[src/rtl/intersection_if.sv]
// Signal bundle between the intersection phase sequencer and its sensors and lamp drivers.
// The controller connects through the master modport.
interface intersection_if;
   logic       side_req;
   logic       ped_req;
   logic       main_red;
   logic       main_ora;
   logic       main_gre;
   logic       side_red;
   logic       side_ora;
   logic       side_gre;
   logic       walk;
   logic [2:0] phase;

   modport master (
      input  side_req, ped_req,
      output main_red, main_ora, main_gre, side_red, side_ora, side_gre, walk, phase
   );

   modport slave (
      output side_req, ped_req,
      input  main_red, main_ora, main_gre, side_red, side_ora, side_gre, walk, phase
   );
endinterface

[src/rtl/intersection_ctrl.sv]
// Two-way intersection phase sequencer. Main street rests on green; latched side-street and
// pedestrian requests pull it through orange and all-red clearance into the served phase.
// Optional pedestrian logic is enabled by defining INTERSECTION_PED_EN.
module intersection_ctrl #(
   parameter int unsigned RED_CLR  = 2,
   parameter int unsigned MAIN_GRN = 12,
   parameter int unsigned MAIN_ORA = 3,
   parameter int unsigned SIDE_GRN = 9,
   parameter int unsigned SIDE_ORA = 3,
   parameter int unsigned WALK_T   = 6
) (
   input logic            clk,
   input logic            rst_n,
   intersection_if.master bus
);

   typedef enum logic [2:0] {
      StMainG = 3'd0,
      StMainO = 3'd1,
      StAllR1 = 3'd2,
      StSideG = 3'd3,
      StSideO = 3'd4,
      StAllR2 = 3'd5,
      StWalk  = 3'd6
   } state_e;

   // Last timer value of each phase; the phase ends on the edge that sees it.
   localparam logic [5:0] RedLast     = 6'(RED_CLR - 1);
   localparam logic [5:0] MainGrnLast = 6'(MAIN_GRN - 1);
   localparam logic [5:0] MainOraLast = 6'(MAIN_ORA - 1);
   localparam logic [5:0] SideGrnLast = 6'(SIDE_GRN - 1);
   localparam logic [5:0] SideOraLast = 6'(SIDE_ORA - 1);
   localparam logic [5:0] WalkLast    = 6'(WALK_T - 1);

   // Lamp vector order: {main_red, main_ora, main_gre, side_red, side_ora, side_gre, walk}
   localparam logic [6:0] LampsAllRed = 7'b100_100_0;

   state_e     state_q, state_d;
   logic [5:0] timer_q, timer_d;
   logic       side_pend_q, side_pend_d;
   logic [6:0] lamps_q, lamps_d;
   logic       enter_side;
   logic       ped_pend_q;
   logic       ped_hit;

`ifdef INTERSECTION_PED_EN
   logic ped_pend_d;
   logic enter_walk;

   // A live button press counts at the MAIN_G exit edge, so late requests see no extra delay.
   assign ped_hit    = ped_pend_q | bus.ped_req;
   assign enter_walk = (state_d == StWalk) && (state_q != StWalk);
   assign ped_pend_d = bus.ped_req | (ped_pend_q & ~enter_walk);

   // Pedestrian request latch.
   always_ff @(posedge clk or negedge rst_n) begin
      if (!rst_n) ped_pend_q <= 1'b0;
      else        ped_pend_q <= ped_pend_d;
   end
`else
   logic       unused_ped_req;
   logic [5:0] unused_walk_last;

   assign ped_pend_q       = 1'b0;
   assign ped_hit          = 1'b0;
   assign unused_ped_req   = bus.ped_req;
   assign unused_walk_last = WalkLast;
`endif

   assign enter_side  = (state_d == StSideG) && (state_q != StSideG);
   // Set wins over clear when a request coincides with the SIDE_G entry edge.
   assign side_pend_d = bus.side_req | (side_pend_q & ~enter_side);

   // Next-state selection; any unused code recovers to all-red clearance.
   always_comb begin
      state_d = state_q;
      case (state_q)
         StMainG: begin
            if (timer_q >= MainGrnLast && (side_pend_q || bus.side_req || ped_hit)) begin
               state_d = StMainO;
            end
         end
         StMainO: if (timer_q == MainOraLast) state_d = StAllR1;
         StAllR1: begin
            if (timer_q == RedLast) state_d = (side_pend_q || !ped_pend_q) ? StSideG : StWalk;
         end
         StSideG: if (timer_q == SideGrnLast) state_d = StSideO;
         StSideO: if (timer_q == SideOraLast) state_d = StAllR2;
         StAllR2: if (timer_q == RedLast) state_d = ped_pend_q ? StWalk : StMainG;
`ifdef INTERSECTION_PED_EN
         StWalk:  if (timer_q == WalkLast) state_d = StMainG;
`endif
         default: state_d = StAllR2;
      endcase
   end

   // Per-state timer: restarts on entry, saturates rather than wrapping.
   always_comb begin
      timer_d = timer_q + 6'd1;
      if (state_d != state_q)    timer_d = '0;
      else if (timer_q == 6'd63) timer_d = timer_q;
   end

   // Lamp pattern for the state being entered, so lamps switch on the same edge as phase.
   always_comb begin
      lamps_d = LampsAllRed;
      case (state_d)
         StMainG: lamps_d = 7'b001_100_0;
         StMainO: lamps_d = 7'b010_100_0;
         StSideG: lamps_d = 7'b100_001_0;
         StSideO: lamps_d = 7'b100_010_0;
`ifdef INTERSECTION_PED_EN
         StWalk:  lamps_d = 7'b100_100_1;
`endif
         default: lamps_d = LampsAllRed;
      endcase
   end

   // State, timer, side latch and lamp registers.
   always_ff @(posedge clk or negedge rst_n) begin
      if (!rst_n) begin
         state_q     <= StAllR2;
         timer_q     <= '0;
         side_pend_q <= 1'b0;
         lamps_q     <= LampsAllRed;
      end else begin
         state_q     <= state_d;
         timer_q     <= timer_d;
         side_pend_q <= side_pend_d;
         lamps_q     <= lamps_d;
      end
   end

   assign bus.main_red = lamps_q[6];
   assign bus.main_ora = lamps_q[5];
   assign bus.main_gre = lamps_q[4];
   assign bus.side_red = lamps_q[3];
   assign bus.side_ora = lamps_q[2];
   assign bus.side_gre = lamps_q[1];
   assign bus.walk     = lamps_q[0];
   assign bus.phase    = state_q;

endmodule

[src/flat_wrapper.sv]
// flat-port wrapper written by rule: the top's interface ports become plain ports
module intersection_ctrl_flat 
#(
   parameter int unsigned RED_CLR  = 2,
   parameter int unsigned MAIN_GRN = 12,
   parameter int unsigned MAIN_ORA = 3,
   parameter int unsigned SIDE_GRN = 9,
   parameter int unsigned SIDE_ORA = 3,
   parameter int unsigned WALK_T   = 6
)
  (clk, rst_n, bus_side_req, bus_ped_req, bus_main_red, bus_main_ora, bus_main_gre, bus_side_red, bus_side_ora, bus_side_gre, bus_walk, bus_phase);
  intersection_if bus_i ();
  input logic clk;
  input logic rst_n;
  input wire logic [$bits(bus_i.side_req)-1:0] bus_side_req;
  input wire logic [$bits(bus_i.ped_req)-1:0] bus_ped_req;
  output wire logic [$bits(bus_i.main_red)-1:0] bus_main_red;
  output wire logic [$bits(bus_i.main_ora)-1:0] bus_main_ora;
  output wire logic [$bits(bus_i.main_gre)-1:0] bus_main_gre;
  output wire logic [$bits(bus_i.side_red)-1:0] bus_side_red;
  output wire logic [$bits(bus_i.side_ora)-1:0] bus_side_ora;
  output wire logic [$bits(bus_i.side_gre)-1:0] bus_side_gre;
  output wire logic [$bits(bus_i.walk)-1:0] bus_walk;
  output wire logic [$bits(bus_i.phase)-1:0] bus_phase;
  assign bus_i.side_req = bus_side_req;
  assign bus_i.ped_req = bus_ped_req;
  assign bus_main_red = bus_i.main_red;
  assign bus_main_ora = bus_i.main_ora;
  assign bus_main_gre = bus_i.main_gre;
  assign bus_side_red = bus_i.side_red;
  assign bus_side_ora = bus_i.side_ora;
  assign bus_side_gre = bus_i.side_gre;
  assign bus_walk = bus_i.walk;
  assign bus_phase = bus_i.phase;
  intersection_ctrl #(.RED_CLR(RED_CLR), .MAIN_GRN(MAIN_GRN), .MAIN_ORA(MAIN_ORA), .SIDE_GRN(SIDE_GRN), .SIDE_ORA(SIDE_ORA), .WALK_T(WALK_T)) u_core (.clk(clk), .rst_n(rst_n), .bus(bus_i));
endmodule
[config.mk]
export PLATFORM = sky130hd
export DESIGN_NAME = intersection_ctrl_flat
export DESIGN_NICKNAME = d
export VERILOG_FILES = /design/src/rtl/intersection_if.sv /design/src/rtl/intersection_ctrl.sv /design/src/flat_wrapper.sv
export SDC_FILE = /design/constraint.sdc
export NUM_CORES = 1
export LEC_CHECK = 0
export BUFFER_PORTS_ARGS = -buffer_cell sky130_fd_sc_hd__buf_2
export CAP_MARGIN = 10
export CORE_MARGIN = 2
export CORE_UTILIZATION = 39
export CTS_CLUSTER_DIAMETER = 40
export DETAILED_ROUTE_END_ITERATION = 8
export GPL_TIMING_DRIVEN = 0
export PLACE_DENSITY = 0.6
export SLEW_MARGIN = 20
export SYNTH_ARGS = -nofsm -noshare
export SYNTH_HDL_FRONTEND = slang
export SYNTH_SLANG_ARGS = --single-unit
[constraint.sdc]
create_clock -name clk -period 2.16 [get_ports clk]
set_clock_uncertainty 0.1 [all_clocks]
set_input_delay 0.432 -clock clk [delete_from_list [all_inputs] [get_ports clk]]
set_output_delay 0.432 -clock clk [all_outputs]
set_load 0.05 [all_outputs]
**Word-level counts from Yosys, hierarchy flattened**

Cells that the tools add are included.

- Flip-flop bits (word level): 17
- Input bits: 4
- Output and inout bits: 10
- Word-level logic and storage cells: 39

- Add/sub/neg operators: 1
- Magnitude comparators: 1
- Eq/ne operators: 15
- Multiplexer cells: 10
- Bitwise gates (word level): 3
- Reductions and logical operators: 5

Operators with widths:

| cell | number |
|---|---|
| 7-bit case mux with 4 select lines | 1 |
| 3-bit 2-to-1 mux | 6 |
| 3-bit case mux with 6 select lines | 1 |
| 6-bit 2-to-1 mux | 2 |
| 3-bit by 2-bit equality test with 1-bit output (second input constant) | 3 |
| 3-bit equality test (second input constant) | 3 |
| 6-bit by 1-bit adder with 6-bit output (second input constant) | 1 |
| 3-bit by 1-bit equality test with 1-bit output (second input constant) | 2 |
| 6-bit by 1-bit equality test with 1-bit output (second input constant) | 1 |
| 6-bit by 2-bit equality test with 1-bit output (second input constant) | 1 |
| 6-bit by 4-bit equality test with 1-bit output (second input constant) | 1 |
| 6-bit equality test (second input constant) | 1 |
| 6-bit by 4-bit >= comparator with 1-bit output (second input constant) | 1 |
| 3-bit logical NOT | 2 |
| 3-bit by 2-bit != test with 1-bit output (second input constant) | 1 |
| 3-bit != test | 1 |
| 1-bit logical AND | 2 |
| 2-bit by 1-bit != test with 1-bit output (second input constant) | 1 |
| 1-bit AND | 1 |
| 1-bit logical OR | 1 |
| 1-bit inverter | 1 |
| 1-bit bitwise OR | 1 |

**Longest topological paths before layout**

- Depth in word-level cells: 9
- Gate-level depth with buffers: 6
- Mapped depth without buffers: 6

**Least setup slack after synthesis**

No wires, ideal clock.

- Path kind: register -> register
- Start: register u_core.state_q[1] (netlist: u_core.bus.phase[1])
- End: register u_core.timer_q[3]
- Library setup time: 0.144 ns
- Arrival time: 1.831 ns
- Required time: 1.916 ns
- Path slack: 0.085 ns
- Cell stages (with the launch flop): 6
- Cell sequence: dfrtp_1 > buf_2 > or2_2 > a2111oi_0 > a211o_1 > a22oi_1

- Cells in the longest elaborated chain, start to end: 4
- Elaborated cells on any way between the ends: 16
- Those cells by class: eq/ne (7); mux (8); reduce/logical (1)

RTL lines:

| what | line | RTL |
|---|---|---|
| start, declared | intersection_ctrl.sv:38 | `state_e state_q, state_d;` |
| start signal, assigned | intersection_ctrl.sv:122 | `state_q <= StAllR2;` |
| start signal, assigned | intersection_ctrl.sv:127 | `state_q <= state_d;` |
| 3-bit equality test, or another cell as far along | intersection_ctrl.sv:77 | `case (state_q)` |
| 3-bit case mux with 6 select lines | intersection_ctrl.sv:77 |  |
| 3-bit != test * | intersection_ctrl.sv:100 | `if (state_d != state_q) timer_d = '0;` |
| 2-bit by 1-bit != test with 1-bit output (no source line) or 6-bit 2-to-1 mux (tied branches) | -- |  |
| end signal, assigned | intersection_ctrl.sv:128 | `timer_q <= timer_d;` |
| end, declared | intersection_ctrl.sv:39 | `logic [5:0] timer_q, timer_d;` |

Every way passes the cells marked *; elsewhere a longest branch is shown, timed or not.
A chain may end at the register's enable or synchronous reset.

**Final worst setup path**

- Start: register u_core.timer_q[0]
- End: register u_core.timer_q[3]

- Cells in the longest elaborated chain, start to end: 6
- Elaborated cells on any way between the ends: 18
- Those cells by class: add/sub (1); order compare (1); eq/ne (6); mux (9); reduce/logical (1)

RTL lines:

| what | line | RTL |
|---|---|---|
| 6-bit by 4-bit >= comparator with 1-bit output | intersection_ctrl.sv:79 | `if (timer_q >= MainGrnLast && (side_pend_q \|\| bus.side_req \|\| ped_hit)) begin` |
| 1-bit logical AND | intersection_ctrl.sv:79 |  |
| 3-bit 2-to-1 mux | intersection_ctrl.sv:79 |  |
| 3-bit case mux with 6 select lines | intersection_ctrl.sv:77 |  |
| 3-bit != test | intersection_ctrl.sv:100 |  |
| 2-bit by 1-bit != test with 1-bit output (no source line) or 6-bit 2-to-1 mux (tied branches) | -- |  |

Parallel ways exist; a longest one is shown, timed or not. The select of a mux whose other input is x is not followed.

==> impl_metrics.csv <==
group,metric,value,unit
critical_path,crit_arrival,2.04,ns
final_layout,diodes,0,
timing,slew_headroom,0.6388,
floorplan,die_h,52.06,um
floorplan,ioPinCount,14,
placed_design,routabilityCongestion,0.8207,
floorplan,placementRows,17,
final_layout,ff_latch_area,405.4,um2
hold_path,min_from,"bus_side_req",
clocking,clk_pin_slew_worst_paths,0.09,ns
timing,rsz0062_at_grt,"no",
timing,drv_slew,0,
hold_path,hold_end,"u_core.side_pend_q",
critical_path,r2r_start,"u_core.timer_q[0]",
detailed_routing,wire_per_inst,13.22,um
outcome,outcome,"completed",
global_routing,gr-total-overflow,0,
timing,fin_crit_sh,0.9233,
final_layout,fillers,216,
detailed_routing,dr_total_vias,731,
critical_path,path_max_fanout,6,
critical_path,critPathKind,"reg -> reg",
final_layout,nets,115,
run,maxCapViolCount,0,
yosys,synth.distinct_cells,39,
final_layout,area_growth,14.86,%
placed_design,pre_cts_slack,0.03497,ns
detailed_routing,drtIter0Drc,24,
yosys,yosysTopAreaCell,"dfrtp_1",
floorplan,dieArea,0.002710,mm2
power,finalPower,508.3,uW
placed_design,hpwl,1298,um
yosys,synth_edf_count,0,
critical_path,cp.required,2.21,ns
detailed_routing,postRouteAntennaNets,0,
timing,setup_viol,0,
final_layout,drive_gt1_frac,0.2925,
clocking,htree_levels,1,
yosys,synth_common_cells,"12 x dfrtp_1, 7 x a21oi_1, 7 x nor2_1",
clocking,clock_path_buffers,2,
global_routing,grt_use_total,0.1528,
detailed_routing,dr.pass1.iters,4,
floorplan,initial_utilization,0.4112,
timing,layout_setup_ws,0.1658,ns
clocking,clock_latency,0.28,ns
yosys,synthesis.nets,99,
critical_path,rr_worst_depth,5,
yosys,yosys.cell_count.top_type,"dfrtp_1",
timing,worst_slew_pin_slew,0.5404,ns
clocking,root_buffer,"clkbuf_4",
global_routing,grt_pass1_wl,2960,um
hold_path,hold_path.class,"in -> reg",
critical_path,r2r-end,"u_core.timer_q[3]",
clocking,cts_setup_buffers,0,
global_routing,antenna_found_initial,0,
yosys,synth_area_per_cell,9.900,um2
timing,fin_tns_setup,0,ns
yosys,yosys_warnings,0,
hold_path,min_path_cells,2,
clocking,cts_made_buffers,3,
yosys,synthFlopType,"dfrtp_1",
timing,final_hold_viol_count,0,
detailed_routing,drc,0,
yosys,synth.area.top_cells,"dfrtp_1 33%, dfstp_2 12%, ha_1 5.6%",
detailed_routing,wl,1771,um
final_layout,fin_util,0.4723,
global_routing,grt_pass1_vias,717,
yosys,async_flop_share,1.000,
floorplan,core,0.002191,mm2
yosys,seq_area_frac_synth,0.4500,
clocking,cts_sinks,16,
floorplan,die_w,52.06,um
yosys,synth_seq_cells,16,
placed_design,dp_cells,130,
detailed_routing,via_per_inst,5.455,
placed_design,io_buffers,11,
clocking,cts_tree,"done",
yosys,synth_top_area_share,0.3333,
timing,fin_crit,1.994,ns
yosys,syn_area,900.9,um2
global_routing,grt_max_degree,17,
critical_path,critPathLaunchType,"flip-flop",
power,cellPowerDensity,491.2,mW/mm2
power,ir_drop,0.0002779,V
timing,fmaxAchievable,501.4,MHz
final_layout,multi_input_area,452.9,um2
final_layout,final_cells,134,
critical_path,ff2ff_setup_slack,0.17,ns
critical_path,end_kind,"flip-flop",
yosys,synthCells,91,
power,leakage,0.0004640,uW
timing repair:
item                                    4_1_cts  5_1_grt
hold endpoints to repair                     12        0
gates resized for setup                       0        1
hold buffers                                  1        0
endpoints found under the setup margin        0        6
power by group:
part	switching [uW]	total, uW	internal (uW)
sequential	0	300	300
combinational	10.0	14.0	3.97
clock	91.9	195	103
total	102	508	406
layer usage:
layer / wire length (um) / up-vias / part of all wire / GRT usage
li1: - / 360 / - / -
met1: 786 / 342 / 0.44 / 0.1760
met2: 845 / 24 / 0.48 / 0.2616
met5: 0 / - / 0 / 0
met3: 99 / 5 / 0.056 / 0.02586
met4: 40 / 0 / 0.023 / 0.09211
kinds of logic after synthesis:
| family | after synthesis | share of synthesized area |
|---|---|---|
| xor gates and xnor gates | 2 | 0.01945 |
| AOI/OAI and AO/OA | 27 | 0.2042 |
| and+or+nand+nor | 28 | 0.1834 |
| buffers and inverters | 10 | 0.04862 |
| muxes | 3 | 0.03472 |
| other | 1 | 0.004163 |
| adders and majority gates | 4 | 0.05556 |
| DFF | 16 | 0.4500 |
worst max-delay path, cell delays in order, from the launching register on:
cell	delay [ns]
dfrtp_1	0.43
ha_1	0.25
o21ai_0	0.10
a2111oi_1	0.57
a211o_1	0.29
a22oi_1	0.12
final cells by class:
cell class,instances,area share
flip-flops and latches,16,0.3918
inverters,5,0.01814
repair buffers,12,0.06288
clock buffers,4,0.03507
well taps,28,0.03386
plain buffers,4,0.02056
multi-input cells,65,0.4377
cell usage in the layout (no fill, tap or decap), types with 2 or more instances in the layout:
master | netlist | routed
buf_2 | 2 | 13
nand2_1 | 4 | 4
clkbuf_4 | 0 | 3
a21oi_1 | 7 | 7
a211oi_1 | 2 | 2
inv_1 | 5 | 5
xnor2_1 | 2 | 2
o21ai_0 | 3 | 3
ha_1 | 4 | 4
a31oi_1 | 4 | 4
nand3_1 | 4 | 4
mux2i_1 | 2 | 2
dfstp_2 | 4 | 4
nor2_1 | 7 | 7
and3_1 | 3 | 3
dfrtp_1 | 12 | 12
a31o_2 | 2 | 2
metrics by stage:
stage / instance area [um2] / hold slack, ns
final: 1035 / 0.2552
after global routing: 1035 / 0.2554
after CTS: 1037 / 0.2566
after detailed placement: 991.0 / 0.2604
after global placement: 991.0 / 0.2626
after floorplan: 900.9 / 0.03641
worst max-delay path by stage:
stage                        start           endpoint  slack (ns)  cells past startpoint
6_report         u_core.timer_q[0]  u_core.timer_q[3]        0.17                      5
2_1_floorplan  u_core.bus.phase[1]  u_core.timer_q[3]        0.09                      5
5_1_grt          u_core.timer_q[0]  u_core.timer_q[3]        0.01                      5
4_1_cts        u_core.bus.phase[2]  u_core.timer_q[3]       0.008                      5
3_3_place_gp   u_core.bus.phase[2]  u_core.timer_q[3]        0.08                      5
3_5_place_dp   u_core.bus.phase[2]  u_core.timer_q[3]        0.03                      5
flip-flops by register name, indices dropped and copies added (netlist names):
register            count
u_core.timer_q          6
u_core.lamps_q          6
u_core.bus.phase        3
u_core.side_pend_q      1
No activity file was read; power rests on OpenSTA's default activity.
